--- config.mk ---
export PLATFORM = sky130hd
export DESIGN_NAME = instruction_fetch_unit_flat
export DESIGN_NICKNAME = d
export VERILOG_FILES = /design/src/rtl/instruction_fetch_unit_if.sv /design/src/rtl/instruction_fetch_unit.sv /design/src/flat_wrapper.sv
export SDC_FILE = /design/constraint.sdc
export NUM_CORES = 1
export LEC_CHECK = 0
export ABC_AREA = 0
export CAP_MARGIN = 10
export CORE_MARGIN = 2
export CORE_UTILIZATION = 42
export CTS_CLUSTER_DIAMETER = 100
export DETAILED_ROUTE_END_ITERATION = 16
export PLACE_DENSITY = 0.87
export SLEW_MARGIN = 40
export SYNTH_ARGS = -nofsm -noshare
export SYNTH_HDL_FRONTEND = slang
export SYNTH_SLANG_ARGS = --single-unit
--- constraint.sdc ---
create_clock -name clk -period 2.4 [get_ports clk]
set_clock_uncertainty 0.1 [all_clocks]
set_input_delay 0.6 -clock clk [delete_from_list [all_inputs] [get_ports clk]]
set_output_delay 0.6 -clock clk [all_outputs]
set_load 0.02 [all_outputs]
--- src/rtl/instruction_fetch_unit_if.sv ---
// Bus between the fetch unit and its neighbours: the hazard/decode controls,
// the program ROM, and the IF/ID pipeline register outputs.
interface instruction_fetch_unit_if #(
  parameter int DATA_WIDTH = 32
);
  logic                  Stall;
  logic                  Flush;
  logic                  BranchTaken;
  logic [DATA_WIDTH-1:0] BranchTarget;
  logic                  Jump;
  logic [25:0]           JumpTarget;
  logic                  JumpReg;
  logic [DATA_WIDTH-1:0] JumpRegAddr;
  logic [DATA_WIDTH-1:0] InstrAddress;
  logic [DATA_WIDTH-1:0] Instruction;
  logic [DATA_WIDTH-1:0] PC;
  logic [DATA_WIDTH-1:0] IF_ID_Instruction;
  logic [DATA_WIDTH-1:0] IF_ID_PCPlus4;
  logic                  IF_ID_Valid;
  logic                  AddrError;

  // Driven by decode/hazard logic and the ROM.
  modport master (
    output Stall, Flush, BranchTaken, BranchTarget, Jump, JumpTarget,
           JumpReg, JumpRegAddr, Instruction,
    input  InstrAddress, PC, IF_ID_Instruction, IF_ID_PCPlus4,
           IF_ID_Valid, AddrError
  );

  // The fetch unit itself.
  modport slave (
    input  Stall, Flush, BranchTaken, BranchTarget, Jump, JumpTarget,
           JumpReg, JumpRegAddr, Instruction,
    output InstrAddress, PC, IF_ID_Instruction, IF_ID_PCPlus4,
           IF_ID_Valid, AddrError
  );
endinterface

--- src/rtl/instruction_fetch_unit.sv ---
// MIPS instruction fetch stage: program counter, next-PC selection with
// stall/redirect handling, and the IF/ID pipeline register.
module instruction_fetch_unit #(
  parameter int                    DATA_WIDTH = 32,
  parameter logic [DATA_WIDTH-1:0] RESET_PC   = 32'h0040_0000,
  parameter logic [DATA_WIDTH-1:0] TEXT_BASE  = 32'h0040_0000
) (
  input logic                     clk,
  input logic                     reset,
  instruction_fetch_unit_if.slave bus
);

  logic [DATA_WIDTH-1:0] pc_q, pc_d;
  logic [DATA_WIDTH-1:0] ifIdInstr_q, ifIdInstr_d;
  logic [DATA_WIDTH-1:0] ifIdPcPlus4_q, ifIdPcPlus4_d;
  logic                  ifIdValid_q, ifIdValid_d;
  logic                  addrError_q, addrError_d;

  logic [DATA_WIDTH-1:0] pcPlus4;
  logic [DATA_WIDTH-1:0] jumpAddr;
  logic [DATA_WIDTH-1:0] redirectTarget;
  logic                  redirect;

  assign pcPlus4  = pc_q + DATA_WIDTH'(4);
  // Region bits come from the jump's own PC+4, held in IF/ID, not the fetch PC.
  assign jumpAddr = {ifIdPcPlus4_q[DATA_WIDTH-1:28], bus.JumpTarget, 2'b00};

  always_comb begin
    redirect       = 1'b0;
    redirectTarget = '0;
    if (bus.JumpReg) begin
      redirect       = 1'b1;
      redirectTarget = bus.JumpRegAddr;
    end else if (bus.Jump) begin
      redirect       = 1'b1;
      redirectTarget = jumpAddr;
    end else if (bus.BranchTaken) begin
      redirect       = 1'b1;
      redirectTarget = bus.BranchTarget;
    end
  end

  always_comb begin
    pc_d          = pcPlus4;
    addrError_d   = addrError_q;
    ifIdInstr_d   = bus.Instruction;
    ifIdPcPlus4_d = pcPlus4;
    ifIdValid_d   = 1'b1;

    if (redirect) begin
      pc_d        = {redirectTarget[DATA_WIDTH-1:2], 2'b00};
      addrError_d = addrError_q | (|redirectTarget[1:0]);
    end else if (bus.Stall) begin
      pc_d = pc_q;
    end

    // A flush inserts a NOP bubble even when the pipe is stalled.
    if (bus.Flush) begin
      ifIdInstr_d   = '0;
      ifIdPcPlus4_d = '0;
      ifIdValid_d   = 1'b0;
    end else if (bus.Stall) begin
      ifIdInstr_d   = ifIdInstr_q;
      ifIdPcPlus4_d = ifIdPcPlus4_q;
      ifIdValid_d   = ifIdValid_q;
    end
  end

  always_ff @(posedge clk) begin
    if (reset) begin
      pc_q          <= RESET_PC;
      ifIdInstr_q   <= '0;
      ifIdPcPlus4_q <= '0;
      ifIdValid_q   <= 1'b0;
      addrError_q   <= 1'b0;
    end else begin
      pc_q          <= pc_d;
      ifIdInstr_q   <= ifIdInstr_d;
      ifIdPcPlus4_q <= ifIdPcPlus4_d;
      ifIdValid_q   <= ifIdValid_d;
      addrError_q   <= addrError_d;
    end
  end

  assign bus.InstrAddress      = pc_q - TEXT_BASE;
  assign bus.PC                = pc_q;
  assign bus.IF_ID_Instruction = ifIdInstr_q;
  assign bus.IF_ID_PCPlus4     = ifIdPcPlus4_q;
  assign bus.IF_ID_Valid       = ifIdValid_q;
  assign bus.AddrError         = addrError_q;

endmodule

--- src/flat_wrapper.sv ---
// flat-port wrapper written by rule: the top's interface ports become plain ports
module instruction_fetch_unit_flat 
#(
  parameter int                    DATA_WIDTH = 32,
  parameter logic [DATA_WIDTH-1:0] RESET_PC   = 32'h0040_0000,
  parameter logic [DATA_WIDTH-1:0] TEXT_BASE  = 32'h0040_0000
)
  (clk, reset, bus_Stall, bus_Flush, bus_BranchTaken, bus_BranchTarget, bus_Jump, bus_JumpTarget, bus_JumpReg, bus_JumpRegAddr, bus_Instruction, bus_InstrAddress, bus_PC, bus_IF_ID_Instruction, bus_IF_ID_PCPlus4, bus_IF_ID_Valid, bus_AddrError);
  instruction_fetch_unit_if #(.DATA_WIDTH(DATA_WIDTH)) bus_i ();
  input logic clk;
  input logic reset;
  input wire logic [$bits(bus_i.Stall)-1:0] bus_Stall;
  input wire logic [$bits(bus_i.Flush)-1:0] bus_Flush;
  input wire logic [$bits(bus_i.BranchTaken)-1:0] bus_BranchTaken;
  input wire logic [$bits(bus_i.BranchTarget)-1:0] bus_BranchTarget;
  input wire logic [$bits(bus_i.Jump)-1:0] bus_Jump;
  input wire logic [$bits(bus_i.JumpTarget)-1:0] bus_JumpTarget;
  input wire logic [$bits(bus_i.JumpReg)-1:0] bus_JumpReg;
  input wire logic [$bits(bus_i.JumpRegAddr)-1:0] bus_JumpRegAddr;
  input wire logic [$bits(bus_i.Instruction)-1:0] bus_Instruction;
  output wire logic [$bits(bus_i.InstrAddress)-1:0] bus_InstrAddress;
  output wire logic [$bits(bus_i.PC)-1:0] bus_PC;
  output wire logic [$bits(bus_i.IF_ID_Instruction)-1:0] bus_IF_ID_Instruction;
  output wire logic [$bits(bus_i.IF_ID_PCPlus4)-1:0] bus_IF_ID_PCPlus4;
  output wire logic [$bits(bus_i.IF_ID_Valid)-1:0] bus_IF_ID_Valid;
  output wire logic [$bits(bus_i.AddrError)-1:0] bus_AddrError;
  assign bus_i.Stall = bus_Stall;
  assign bus_i.Flush = bus_Flush;
  assign bus_i.BranchTaken = bus_BranchTaken;
  assign bus_i.BranchTarget = bus_BranchTarget;
  assign bus_i.Jump = bus_Jump;
  assign bus_i.JumpTarget = bus_JumpTarget;
  assign bus_i.JumpReg = bus_JumpReg;
  assign bus_i.JumpRegAddr = bus_JumpRegAddr;
  assign bus_i.Instruction = bus_Instruction;
  assign bus_InstrAddress = bus_i.InstrAddress;
  assign bus_PC = bus_i.PC;
  assign bus_IF_ID_Instruction = bus_i.IF_ID_Instruction;
  assign bus_IF_ID_PCPlus4 = bus_i.IF_ID_PCPlus4;
  assign bus_IF_ID_Valid = bus_i.IF_ID_Valid;
  assign bus_AddrError = bus_i.AddrError;
  instruction_fetch_unit #(.DATA_WIDTH(DATA_WIDTH), .RESET_PC(RESET_PC), .TEXT_BASE(TEXT_BASE)) u_core (.clk(clk), .reset(reset), .bus(bus_i));
endmodule
==> run_results.csv, run 1 <==
group,metric,value,unit
logic_synthesis,synthesis.area,5580,sq um
logic_synthesis,yosysTopAreaCellShare,33.7,%
sta,finalWorstSetupSlack,53.4,ps
sta,fin_crit_sh,97.8,%
final_layout,ff_latch_area,1890,sq um
clocking,cts_buffers,9,
grt,grt_pass1_wl,32100,um
sta,period_needed,2350,ps
setup_path,critical-path-top-delay-family,"buffers and inverters",
setup_path,worstSetupPathType,"reg2out",
die,die_width,119,um
sta,tightest_slew,608,ps
place,io_buffers,252,
final_layout,diodes,0,
sta,finalHoldWorstSlack,361,ps
routing,dr.pass1.iters,6,
die,core_area,13100,sq um
setup_path,crit_end,"bus_InstrAddress[19]",
logic_synthesis,synth-async-reset-ratio,0,%
setup_path,r2r-start,"u_core.bus.PC[12]",
clocking,cts_max_level,3,
setup_path,worstSetupStartpointType,"register",
die,die_area,14200,sq um
clocking,path_clk_slew,70,ps
clocking,tritoncts,"done",
setup_path,r2r_end,"u_core.bus.PC[30]",
grt,antenna_found_initial,0,
status,status,"finished clean",
power_and_ir_drop,vdd_drop_max,319,uV
die,die_h,119,um
setup_path,critical_path_cell_count,1,
setup_path,required,1700,ps
logic_synthesis,synth_area_leaders,"dfxtp_1 34%, mux2i_1 5.7%, nor2_1 4.1%",
routing,wl_per_cell,18.9,um
die,io_pins,259,
power_and_ir_drop,p_leak,3.15,nW
die,start_util,42.6,%
routing,drt_iter0_markers,726,
setup_path,end_kind,"primary output",
logic_synthesis,synth_cells,682,
sta,grt_setup_unrepaired,"false",
final_layout,syn2layout_area_growth,52.3,%
routing,vias,6311,
grt,grt_overflow_total,0,
hold_path,worstHoldPathType,"reg2reg",
sta,drv_slew,0,
routing,ant_nets,0,
grt,grt_use_total,28.5,%
sta,setup_viol,0,
grt,grt_max_degree,50,
logic_synthesis,ys_seq_area_share,33.7,%
setup_path,slowest_stage,"clkdlybuf4s50_1",
sta,max_clock_freq,0.426,GHz
clocking,postCtsSetupRepairBufs,0,
logic_synthesis,synth_warnings,0,
setup_path,reg2regPathDepth,5,
sta,max-slew-margin-rel,59.1,%
clocking,cts_buffer_depth,2,
final_layout,multi_input_area,3090,sq um
final_layout,drive_gt1_share,9.59,%
routing,drt_wl_total,20500,um
clocking,cts_num_sinks,94,
setup_path,worstSetupStartpoint,"u_core.bus.PC[19]",
die,rows,42,
logic_synthesis,ys_seq_elements,94,
power_and_ir_drop,powerDensity,524,nW/um^2
logic_synthesis,synth.distinct_cells,65,
place,hpwl,15900,um
final_layout,fillCellCount,1070,
clocking,hold_buffers,0,
job,cap_violations,0,
logic_synthesis,synth_top_area_cell,"dfxtp_1",
logic_synthesis,syn_area_per_cell,8.18,sq um
final_layout,fin_nets,1034,
clocking,cts-root-buf,"clkbuf_16",
clocking,clk_latency,350,ps
setup_path,arrival,1650,ps
place,place_congestion,0.951,
logic_synthesis,ys.flop_type,"dfxtp_1",
sta,hold_violations,0,
setup_path,reg2reg_slack,220,ps
setup_path,crit_chain,"clkdlybuf4s50_1",
logic_synthesis,synth_edf_count,0,
setup_path,cpPeakStageDelay,720,ps
setup_path,crit_buf_inv,1,
routing,drc,0,
place,pre_cts_ws,-98.9,ps
grt,grt_pass1_vias,6001,
routing,viasPerCell,5.83,
setup_path,crit_fanout,10,
==> kinds of logic after synthesis <==
family                     count (synthesis)  share of synthesized area, %
and+or+nand+nor                          246                          23.6
AOI/OAI and AO/OA                        163                          21.4
buffers and inverters                    122                          11.4
DFF                                       94                          33.7
muxes                                     32                          5.74
xor gates and xnor gates                  21                          3.30
adders and majority gates                  3                         0.673
other                                      1                        0.0672
==> routing by layer <==
metal	up-vias	track usage [%]	wire [um]
met2	392	44.7	9520
met5	-	0	0
met1	2915	37.8	8480
met3	54	6.75	1900
met4	0	11.7	566
li1	2950	-	-
==> metrics by stage <==
step / utilization (%) / power (W) / setup TNS (ps) / instance area [sq um] / cells
4_1_cts: 64.9 / 0.00446 / 0 / 8490 / 1083
6_report: 64.9 / 0.00445 / 0 / 8490 / 1083
2_1_floorplan: - / 0.00232 / 0 / 5600 / 687
3_5_place_dp: 62.4 / 0.00290 / -160 / 8170 / 1067
3_3_place_gp: 62.4 / 0.00288 / 0 / 8170 / 1067
5_1_grt: 64.9 / 0.00461 / 0 / 8490 / 1083
==> report_power, final <==
part,internal [W],switching [W]
clock,0.000950,0.000634
combinational,0.000567,0.000559
sequential,0.00164,0.0000966
==> how the worst min path moves through the flow <==
| stage | start | endpoint | slack (ps) | depth (start not counted) |
|---|---|---|---|---|
| 6_report | u_core.bus.IF_ID_Valid | u_core.bus.IF_ID_Valid | 360 | 1 |
| 5_1_grt | u_core.bus.IF_ID_Valid | u_core.bus.IF_ID_Valid | 400 | 1 |
| 4_1_cts | u_core.bus.IF_ID_Valid | u_core.bus.IF_ID_Valid | 360 | 1 |
| 3_5_place_dp | u_core.bus.IF_ID_Valid | u_core.bus.IF_ID_Valid | 350 | 1 |
| 3_3_place_gp | u_core.bus.IF_ID_Valid | u_core.bus.IF_ID_Valid | 350 | 1 |
| 2_1_floorplan | u_core.bus.AddrError | u_core.bus.AddrError | 440 | 2 |
==> synthesized netlist by cell type, drive strengths merged (7+ instances only) <==
cell / count
dfxtp: 94
or3: 11
nor3: 39
nand2: 33
xor2: 7
and4: 11
a221oi: 16
a31oi: 9
a221o: 13
nand3: 26
buf: 54
a21oi: 22
o21ai: 37
xnor2: 14
nand4: 16
nor2: 61
inv: 24
mux2i: 32
nor4: 17
clkbuf: 41
==> timing repair <==
item	4_1_cts	5_1_grt
resized for setup	15	15
setup endpoints to repair	9	10
pin swaps	0	0
==> flip-flops by register name (all words and copies together) (netlist names) <==
register	count
u_core.bus.IF_ID_Instruction	32
u_core.bus.IF_ID_PCPlus4	30
u_core.bus.PC	30
u_core.bus.AddrError	1
u_core.bus.IF_ID_Valid	1
==> placed cells by master, fill, tap and decap left out, drive strengths merged, types with 6 or more instances in the layout <==
cell | netlist | routed
inv | 24 | 25
nand4 | 16 | 16
and2 | 6 | 6
clkdlybuf4s50 | 0 | 240
nor3 | 39 | 39
a221o | 13 | 13
nor2 | 61 | 61
or4 | 6 | 6
dfxtp | 94 | 94
a21oi | 22 | 22
a31oi | 9 | 9
nor2b | 6 | 6
a221oi | 16 | 16
nor4 | 17 | 17
o211ai | 6 | 6
buf | 54 | 52
xor2 | 7 | 7
conb | 1 | 6
xnor2 | 14 | 14
or3 | 11 | 11
nand2 | 33 | 33
nand3 | 26 | 26
mux2i | 32 | 32
clkbuf | 41 | 14
o21ai | 37 | 37
a22oi | 6 | 6
and4 | 11 | 11
==> layout make-up <==
class	instances	area share [%]
Tap cell	176	2.59
Multi-Input combinational cell	471	36.4
Inverter	26	1.15
Clock buffer	10	2.81
Clock inverter	6	1.11
Sequential cell	94	22.2
Timing Repair Buffer	300	33.7
(Power assumes the default switching activity.)
==> inputs of run 2 (changes only) <==
--- a/config.mk
+++ b/config.mk
@@ -12,6 +12,7 @@
 export CTS_CLUSTER_DIAMETER = 100
 export DETAILED_ROUTE_END_ITERATION = 16
 export PLACE_DENSITY = 0.87
+export SKIP_LAST_GASP = 1
 export SLEW_MARGIN = 40
 export SYNTH_ARGS = -nofsm -noshare
 export SYNTH_HDL_FRONTEND = slang
==> run_results.csv, run 2 (same netlist as run 1, synthesis figures left out) <==
group,metric,value,unit
status,status,"finished clean",
sta,drv_slew,0,
grt,grt_busiest_layer,"met2",
sta,setup_viol,0,
setup_path,crit_chain,"or3_1, nor3_1, xnor2_1, clkbuf_2",
die,die_width,119,um
power_and_ir_drop,powerDensity,524,nW/um^2
setup_path,worstSetupStartpointType,"register",
final_layout,layout.cells.non_filler,1083,
final_layout,layout_common_cells,"240 x clkdlybuf4s50_1, 91 x dfxtp_1, 60 x nor2_1",
setup_path,critical-path-top-delay-family,"simple AND/OR/NAND/NOR gates",
routing,drc,0,
job,cap_violations,0,
clocking,clk_latency,350,ps
sta,tightest_slew,614,ps
power_and_ir_drop,p_leak,3.15,nW
clocking,cts_max_level,3,
die,rows,42,
grt,grt_pass1_wl,32100,um
grt,grt_max_degree,50,
sta,max-slew-margin-rel,58.8,%
hold_path,hold_depth,1,
clocking,cts_num_sinks,94,
place,pre_cts_ws,-98.9,ps
grt,antenna_found_initial,0,
final_layout,fillCellCount,1072,
clocking,postCtsSetupRepairBufs,0,
clocking,path_clk_slew,70,ps
place,post-place-cells,1067,
final_layout,fin_nets,1034,
final_layout,syn2layout_area_growth,52.1,%
final_layout,largest_register_ffs,32,
setup_path,required,1700,ps
hold_path,worstHoldPathType,"reg2reg",
die,die_area,14200,sq um
grt,grt_pass1_vias,6001,
routing,drt_iter0_markers,702,
die,die_h,119,um
place,hpwl,15900,um
grt,met1_usage,37.8,%
final_layout,diodes,0,
final_layout,drive_gt1_share,9.48,%
place,io_buffers,252,
setup_path,critical_path_cell_count,4,
sta,fin_crit_sh,99.0,%
routing,vias,6343,
place,place_congestion,0.951,
setup_path,cpPeakStageDelay,420,ps
sta,hold_violations,0,
clocking,cts_buffer_depth,2,
setup_path,slowest_stage,"or3_1",
final_layout,final_common_cell,"clkdlybuf4s50_1",
clocking,cts_buffers,9,
clocking,tritoncts,"done",
die,core_area,13100,sq um
grt,grt_overflow_total,0,
routing,viasPerCell,5.86,
clocking,cts-root-buf,"clkbuf_16",
routing,drt_wl_total,20500,um
sta,period_needed,2380,ps
setup_path,end_kind,"primary output",
setup_path,reg2regPathDepth,5,
routing,wl_per_cell,18.9,um
grt,met2_usage,44.7,%
setup_path,worstSetupPathType,"reg2out",
routing,ant_nets,0,
routing,dr.pass1.iters,5,
clocking,hold_buffers,0,
die,start_util,42.6,%
setup_path,crit_fanout,2,
sta,max_clock_freq,0.421,GHz
setup_path,arrival,1680,ps
grt,grt_use_met3,6.75,%
grt,grt_use_total,28.5,%
power_and_ir_drop,vdd_drop_max,318,uV
sta,finalWorstSetupSlack,24.1,ps
sta,grt_setup_unrepaired,"true",
die,io_pins,259,
setup_path,crit_buf_inv,1,
[run 2: per-layer routing]
metal,routed length [um],up-vias
li1,-,2953
met3,1980,57
met1,8450,2942
met5,0,-
met4,598,0
met2,9490,391
[run 2: repair_timing]
item                                    in CTS  in global routing
pin swaps                                    0                  0
resized for setup                           12                 15
endpoints found under the hold margin        0                  0
endpoints found under the setup margin       9                 10
[run 2: layout make-up]
cell class,instances,area (sq um),share of cell area (%)
Inverter,26,97.6,1.15
Tap cell,176,220,2.60
Multi-Input combinational cell,471,3090,36.4
Timing Repair Buffer,300,2860,33.7
Sequential cell,94,1890,22.2
Clock inverter,6,93.8,1.11
Clock buffer,10,239,2.82
[run 2: final timing paths]
path / end / slack (ps) / start
max reg2reg: u_core.bus.PC[30] / 200 / u_core.bus.PC[12]
min reg2reg: u_core.bus.IF_ID_Valid / 360 / u_core.bus.IF_ID_Valid
min: u_core.bus.IF_ID_Valid / 360 / u_core.bus.IF_ID_Valid
max: bus_InstrAddress[31] / 20 / u_core.bus.PC[27]
[run 2: metrics by stage]
step	total power, W	cell area (sq um)	utilization [%]	TNS, ps	hold WS (ps)
CTS	0.00446	8500	64.9	-128	363
global route	0.00461	8480	64.8	-63.1	399
detailed placement	0.00290	8170	62.4	-160	348
finish	0.00444	8480	64.8	0	362
global placement	0.00288	8170	62.4	0	350
floorplan	0.00232	5600	-	0	436
[run 2: report_power, final]
part | total, W | switching, W | leakage [nW] | internal, W
logic | 0.00112 | 0.000558 | 2.21 | 0.000566
registers | 0.00174 | 0.0000960 | 0.773 | 0.00164
clock network | 0.00158 | 0.000632 | 0.165 | 0.000950
